### src/rtl/sigma_delta_decimator.sv
// -----------------------------------------------------------------------------
// sigma_delta_decimator
//
// Stereo 3rd-order CIC decimator for 1-bit sigma-delta modulator streams.
// Each channel runs three wrapping integrators at the bit-clock rate, then
// three differential-delay-1 combs once per decimation period. The two
// channels share one phase counter, one warm-up counter and one strobe.
//
// Ports
//   ana_clk       in   modulator bit clock (the only clock, rising edge)
//   rst           in   asynchronous active-high reset
//   en            in   enable; when low every register holds
//   ana_l, ana_r  in   left/right modulator bitstreams (1 -> +1, 0 -> -1)
//   dig_l, dig_r  out  decimated two's-complement samples, OUT_W bits
//   ok_to_sample  out  one-cycle strobe; dig_l/dig_r are stable while high
// -----------------------------------------------------------------------------
module sigma_delta_decimator #(
    parameter int DEC_RATIO = 64,
    parameter int OUT_W     = 20
) (
    input  logic                    ana_clk,
    input  logic                    rst,
    input  logic                    en,
    input  logic                    ana_l,
    input  logic                    ana_r,
    output logic signed [OUT_W-1:0] dig_l,
    output logic signed [OUT_W-1:0] dig_r,
    output logic                    ok_to_sample
);

    localparam int              PH_W    = (DEC_RATIO > 1) ? $clog2(DEC_RATIO) : 1;
    localparam logic [PH_W-1:0] PH_LAST = PH_W'(DEC_RATIO - 1);

    localparam logic signed [OUT_W-1:0] PLUS_ONE  = {{(OUT_W-1){1'b0}}, 1'b1};
    localparam logic signed [OUT_W-1:0] MINUS_ONE = {OUT_W{1'b1}};

    logic [PH_W-1:0] phase;
    logic [1:0]      warm;
    logic            tick;
    logic            ok_p1;

    // Modulator bit to +/-1 sample.
    function automatic logic signed [OUT_W-1:0] map_bit(input logic b);
        return b ? PLUS_ONE : MINUS_ONE;
    endfunction

    assign tick = en && (phase == PH_LAST);

    // Shared control: phase counter, warm-up count and strobe register.
    always_ff @(posedge ana_clk or posedge rst) begin
        if (rst) begin
            phase <= '0;
            warm  <= '0;
            ok_p1 <= 1'b0;
        end else begin
            // Captured every cycle (not only when enabled) so a pulse
            // swallowed by a low en is dropped rather than deferred.
            ok_p1 <= tick && (warm == 2'd3);
            if (en) begin
                phase <= (phase == PH_LAST) ? '0 : phase + 1'b1;
                if (tick && (warm != 2'd3)) begin
                    warm <= warm + 2'd1;
                end
            end
        end
    end

    // Strobe is masked by en so it is never high while the block is frozen.
    assign ok_to_sample = ok_p1 & en;

    for (genvar ch = 0; ch < 2; ch++) begin : g_ch
        logic                    bit_in;
        logic signed [OUT_W-1:0] integ1_p0, integ2_p0, integ3_p0;
        logic signed [OUT_W-1:0] dly1, dly2, dly3;
        logic signed [OUT_W-1:0] comb1, comb2, comb3;
        logic signed [OUT_W-1:0] dig_p1;

        assign bit_in = (ch == 0) ? ana_l : ana_r;

        // Comb section is combinational off the registered I3 and is only
        // committed on the tick cycle.
        always_comb begin
            comb1 = integ3_p0 - dly1;
            comb2 = comb1 - dly2;
            comb3 = comb2 - dly3;
        end

        // Stage p0: integrators at bit rate (modulo 2^OUT_W wrap is intended).
        always_ff @(posedge ana_clk or posedge rst) begin
            if (rst) begin
                integ1_p0 <= '0;
                integ2_p0 <= '0;
                integ3_p0 <= '0;
            end else if (en) begin
                integ1_p0 <= integ1_p0 + map_bit(bit_in);
                integ2_p0 <= integ2_p0 + integ1_p0;
                integ3_p0 <= integ3_p0 + integ2_p0;
            end
        end

        // Stage p1: comb delays and output register at decimated rate.
        always_ff @(posedge ana_clk or posedge rst) begin
            if (rst) begin
                dly1   <= '0;
                dly2   <= '0;
                dly3   <= '0;
                dig_p1 <= '0;
            end else if (tick) begin
                dly1   <= integ3_p0;
                dly2   <= comb1;
                dly3   <= comb2;
                dig_p1 <= comb3;
            end
        end

        if (ch == 0) begin : g_left
            assign dig_l = dig_p1;
        end else begin : g_right
            assign dig_r = dig_p1;
        end
    end

endmodule

### config.mk
export PLATFORM = sky130hd
export DESIGN_NAME = sigma_delta_decimator
export DESIGN_NICKNAME = d
export VERILOG_FILES = /design/src/rtl/sigma_delta_decimator.sv
export SDC_FILE = /design/constraint.sdc
export NUM_CORES = 1
export LEC_CHECK = 0
export ABC_CLOCK_PERIOD_IN_PS = 26700
export BUFFER_PORTS_ARGS = -buffer_cell sky130_fd_sc_hd__buf_2
export CORE_ASPECT_RATIO = 0.6
export CORE_MARGIN = 2
export CORE_UTILIZATION = 47
export DETAILED_ROUTE_END_ITERATION = 10
export GPL_ROUTABILITY_DRIVEN = 0
export PLACE_DENSITY = 0.71
export SETUP_SLACK_MARGIN = 0.05
export SYNTH_ARGS = -nofsm -noshare
export SYNTH_HDL_FRONTEND = slang
export SYNTH_SLANG_ARGS = --single-unit
export TNS_END_PERCENT = 20
### constraint.sdc
create_clock -name ana_clk -period 26.7 [get_ports ana_clk]
set_input_delay 1.335 -clock ana_clk [delete_from_list [all_inputs] [get_ports ana_clk]]
set_output_delay 1.335 -clock ana_clk [all_outputs]
set_load 0.02 [all_outputs]
==> results by group <==
Outcome
  • Status: finished clean

STA
  • Highest Clock Rate: roughly 160 MHz
  • Unrepaired setup endpoints after global routing: no
  • Slew at the pin closest to its max-slew limit: 1210 ps
  • Headroom to the max-slew limit: 0.190
  • Post-layout min period: between 6000 and 7000 ps
  • Worst clock skew on the final layout: roughly 11 ps
  • Share of the clock period used by the worst path: 0.227
  • Number of pins with negative max-slew slack in the final report: 0
  • Final Hold Vio Count: 0
  • TNS Setup: 0 ps
  • Total setup violations reported at the end of the flow: 0

Placed design
  • Port Buf Inserts: 45
  • Post-detailed-placement cell area: 21,300 um^2
  • Half-perimeter wire length of the detailed placement result: between 20 and 30 mm

Global route
  • Antenna violations before repair: 1
  • Total routing usage reported by global routing: 0.180
  • Via count of the first global-routing pass: 15,666
  • First-pass GRT wire length: 71.2 mm
  • Total overflow reported by the global router: 0
  • Pin count of the biggest net entering global routing: about 160

Floorplanning
  • Total Die Area: about 45,000 um^2
  • Die height: about 170 um
  • Floorplan core area: between 40,000 and 50,000 um^2
  • Number of I/O pins: 46
  • Die span in x: 273 um
  • Placement Rows: 59
  • Effective utilization at floorplan: 0.474

Clocking
  • Count of H-tree levels built during CTS: 1
  • Clk Tree Root Cell: sky130_fd_sc_hd__clkbuf_16
  • Setup bufs post-CTS: 0
  • Hold bufs inserted after CTS: 0
  • Clock sink count: approximately 290
  • Clk_lat worst skew: between 500 and 600 ps
  • Buffers from clock root to sink, at most: 3
  • Gates resized, CTS repair: 0
  • CTS tree: yes
  • Clock-pin slew on the worst setup and hold paths: around 70 ps
  • Number of buffers created by CTS: 28

Synthesis
  • Number of instances in the synthesized netlist: ~2,200
  • Number of flip-flops and latches in the synthesized netlist: between 200 and 300
  • Top flip-flop cell by instance count after synthesis: sky130_fd_sc_hd__dfrtp_1
  • Dominant combinational cell family by area after synthesis: compound AO/OA/AOI/OAI gates
  • Area share of fa/ha/maj cells after synthesis: 0.151
  • Proportion of synthesized area in mux cells: 0.0532
  • Post-synth ARST share: 1.00
  • Warning count from the yosys run: 0
  • Net count after synthesis: approximately 2,500
  • Xor and xnor area share after synthesis: 0.0904
  • Complex-gate fraction of the synthesized area: 0.191
  • Count of different cell masters after synthesis: just under 80
  • Summed instance area of the synthesized netlist: 20,500 um^2
  • Avg Synthesized Cell Area: between 9 and 10 um^2
  • Post-synthesis simple-gate area fraction: 0.117
  • EDFF count, synth: 0
  • Sequential-to-total area share from yosys stat: 0.353

Setup path
  • Type of element capturing the critical path: flop
  • Top fanout value on the critical path: 6
  • Cell with the biggest individual delay on the critical path: sky130_fd_sc_hd__o31ai_1
  • Top Family by Delay on Critical Path: compound AO/OA/AOI/OAI gates
  • CP Buf/Inv Count: 2
  • Critical register-to-register path startpoint: g_ch[0].integ3_p0[0]$_DFFE_PP0P_
  • Setup Crit Path Kind: reg -> reg
  • Data required time of the worst path: 27,120 ps
  • Data arrival time of the critical path: approximately 6500 ps
  • Reg2Reg Depth: 26
  • FF-to-FF End: dig_l[19]$_DFFE_PP0P_
  • Minimum setup slack among reg-to-reg paths: approximately 21,000 ps
  • Startpoint class of the critical path: flop
  • Peak per-stage delay on the critical path: 400 ps

Route
  • Detailed-routing iteration count for the pre-antenna-repair pass: 5
  • Final WL: 40.0 mm
  • Number of DRC markers after the initial detailed-route iteration: around 890
  • DRC violation count after routing: 0
  • Antenna viol nets, final: 0
  • Vias per std cell: about 5.4
  • DR WL/cell: around 14 um
  • Via count: ~16,000

Cells and area
  • Total area of multi-input combinational cells: roughly 12,000 um^2
  • Finished Cell Area: roughly 22,000 um^2
  • Fillers: 3,863
  • Net count, final: about 2,500
  • Total area of sequential cells: between 7000 and 8000 um^2
  • Share of layout cells above drive strength 1: 0.0968
  • Area delta synth->final: 9.09%
  • Count of antenna diodes in the layout: 0

Min path
  • Min-Delay Path Depth: 2
  • Worst min-delay path startpoint: dig_l[1]$_DFFE_PP0P_
  • Class of the tightest hold or removal check: reg -> reg
  • Worst min-delay path endpoint: dig_l[1]$_DFFE_PP0P_

Flow run
  • Reported max-cap violation count: 0
worst max-delay path by stage:
stage          slack, ps                              from                    end  cells after the start
2_1_floorplan      17390                               rst   dig_l[0]$_DFFE_PP0P_                      1
3_3_place_gp       20960  g_ch[0].integ3_p0[0]$_DFFE_PP0P_  dig_l[19]$_DFFE_PP0P_                     26
3_5_place_dp       20770  g_ch[0].integ3_p0[0]$_DFFE_PP0P_  dig_l[19]$_DFFE_PP0P_                     26
4_1_cts            20700  g_ch[0].integ3_p0[0]$_DFFE_PP0P_  dig_l[19]$_DFFE_PP0P_                     26
5_1_grt            20100  g_ch[0].integ3_p0[0]$_DFFE_PP0P_  dig_l[19]$_DFFE_PP0P_                     26
6_report           20630  g_ch[0].integ3_p0[0]$_DFFE_PP0P_  dig_l[19]$_DFFE_PP0P_                     26
metrics by stage:
step,util,setup slack [ps],instances,hold slack (ps)
2_1_floorplan,-,17390,2235,448
3_3_place_gp,0.493,20960,2809,458
3_5_place_dp,0.493,20770,2809,454
4_1_cts,0.517,20700,2861,475
5_1_grt,0.517,20100,2861,499
6_report,0.517,20630,2861,472
cells in the final DEF (no fill, tap or decap), types with 6 or more instances in the layout:
master	instances
sky130_fd_sc_hd__o21ai_1	51
sky130_fd_sc_hd__xnor2_1	149
sky130_fd_sc_hd__o21bai_1	32
sky130_fd_sc_hd__bufinv_16	7
sky130_fd_sc_hd__a211o_1	8
sky130_fd_sc_hd__fa_1	12
sky130_fd_sc_hd__nand2b_1	20
sky130_fd_sc_hd__buf_2	44
sky130_fd_sc_hd__nor2_1	107
sky130_fd_sc_hd__a21boi_1	6
sky130_fd_sc_hd__or2_2	7
sky130_fd_sc_hd__or3_1	14
sky130_fd_sc_hd__o21ai_0	157
sky130_fd_sc_hd__a211oi_1	14
sky130_fd_sc_hd__o21a_1	22
sky130_fd_sc_hd__a31oi_1	18
sky130_fd_sc_hd__nand3_1	26
sky130_fd_sc_hd__and2_1	9
sky130_fd_sc_hd__mux2_2	95
sky130_fd_sc_hd__a221oi_1	6
sky130_fd_sc_hd__inv_1	186
sky130_fd_sc_hd__nand2_1	259
sky130_fd_sc_hd__xor2_1	58
sky130_fd_sc_hd__nor3_1	38
sky130_fd_sc_hd__clkbuf_16	29
sky130_fd_sc_hd__and3_1	14
sky130_fd_sc_hd__nand4_1	9
sky130_fd_sc_hd__ha_1	228
sky130_fd_sc_hd__o31ai_1	14
sky130_fd_sc_hd__dfrtp_1	289
sky130_fd_sc_hd__a21oi_1	153
sky130_fd_sc_hd__nor2b_1	22
sky130_fd_sc_hd__a21o_1	67
tightest hold or removal path, cell delays in order, from the launching register on:
cell,delay (ps)
sky130_fd_sc_hd__dfrtp_1,340
sky130_fd_sc_hd__nand2_1,50
sky130_fd_sc_hd__nand2_1,50
cell families (layout without fill, tap and decap cells):
group	count (synthesis)	after routing
AOI/OAI and AO/OA	619	619
and+or+nand+nor	538	538
DFF	289	289
buffers and inverters	243	290
adders and majority gates	240	240
xor gates and xnor gates	209	209
muxes	97	97
state kept, by name, indices dropped and copies added (netlist names):
name            count
g_ch.dly1          40
g_ch.dly2          40
g_ch.dly3          40
g_ch.integ1_p0     40
g_ch.integ2_p0     40
g_ch.integ3_p0     40
dig_l              20
dig_r              20
phase               6
warm                2
ok_p1               1
area by class of cell:
type	count	share of cell area
sequential	289	0.324
tap	579	0.0324
timing repair buffer	48	0.0118
inverter	190	0.0323
clock buffer	36	0.0350
multi-input combinational	1703	0.553
clock inverter	16	0.0119
cell usage after synthesis, types with 12 or more instances:
library cell	count	area [um^2]
sky130_fd_sc_hd__dfrtp_1	289	7230
sky130_fd_sc_hd__nand2_1	259	972
sky130_fd_sc_hd__ha_1	228	2850
sky130_fd_sc_hd__inv_1	187	702
sky130_fd_sc_hd__o21ai_0	157	786
sky130_fd_sc_hd__a21oi_1	153	766
sky130_fd_sc_hd__xnor2_1	149	1310
sky130_fd_sc_hd__nor2_1	107	402
sky130_fd_sc_hd__mux2_2	95	1070
sky130_fd_sc_hd__a21o_1	67	503
sky130_fd_sc_hd__xor2_1	58	508
sky130_fd_sc_hd__clkbuf_1	51	191
sky130_fd_sc_hd__o21ai_1	51	255
sky130_fd_sc_hd__nor3_1	38	190
sky130_fd_sc_hd__o21bai_1	32	240
sky130_fd_sc_hd__nand3_1	27	135
sky130_fd_sc_hd__nor2b_1	22	138
sky130_fd_sc_hd__o21a_1	22	165
sky130_fd_sc_hd__nand2b_1	20	125
sky130_fd_sc_hd__a31oi_1	18	113
sky130_fd_sc_hd__and3_1	15	93.8
sky130_fd_sc_hd__a211oi_1	14	105
sky130_fd_sc_hd__o31ai_1	14	105
sky130_fd_sc_hd__or3_1	14	87.6
sky130_fd_sc_hd__fa_1	12	240
metal layers:
metal,up-vias,wire length (um),global-route usage
li1,7889,-,-
met1,7450,19900,0.247
met2,168,18500,0.306
met3,49,1070,0.0236
met4,0,611,0.0344
met5,-,0,0
Power is not shown: default switching activity piles up to over one toggle a cycle in this logic, so the estimate is an artifact.
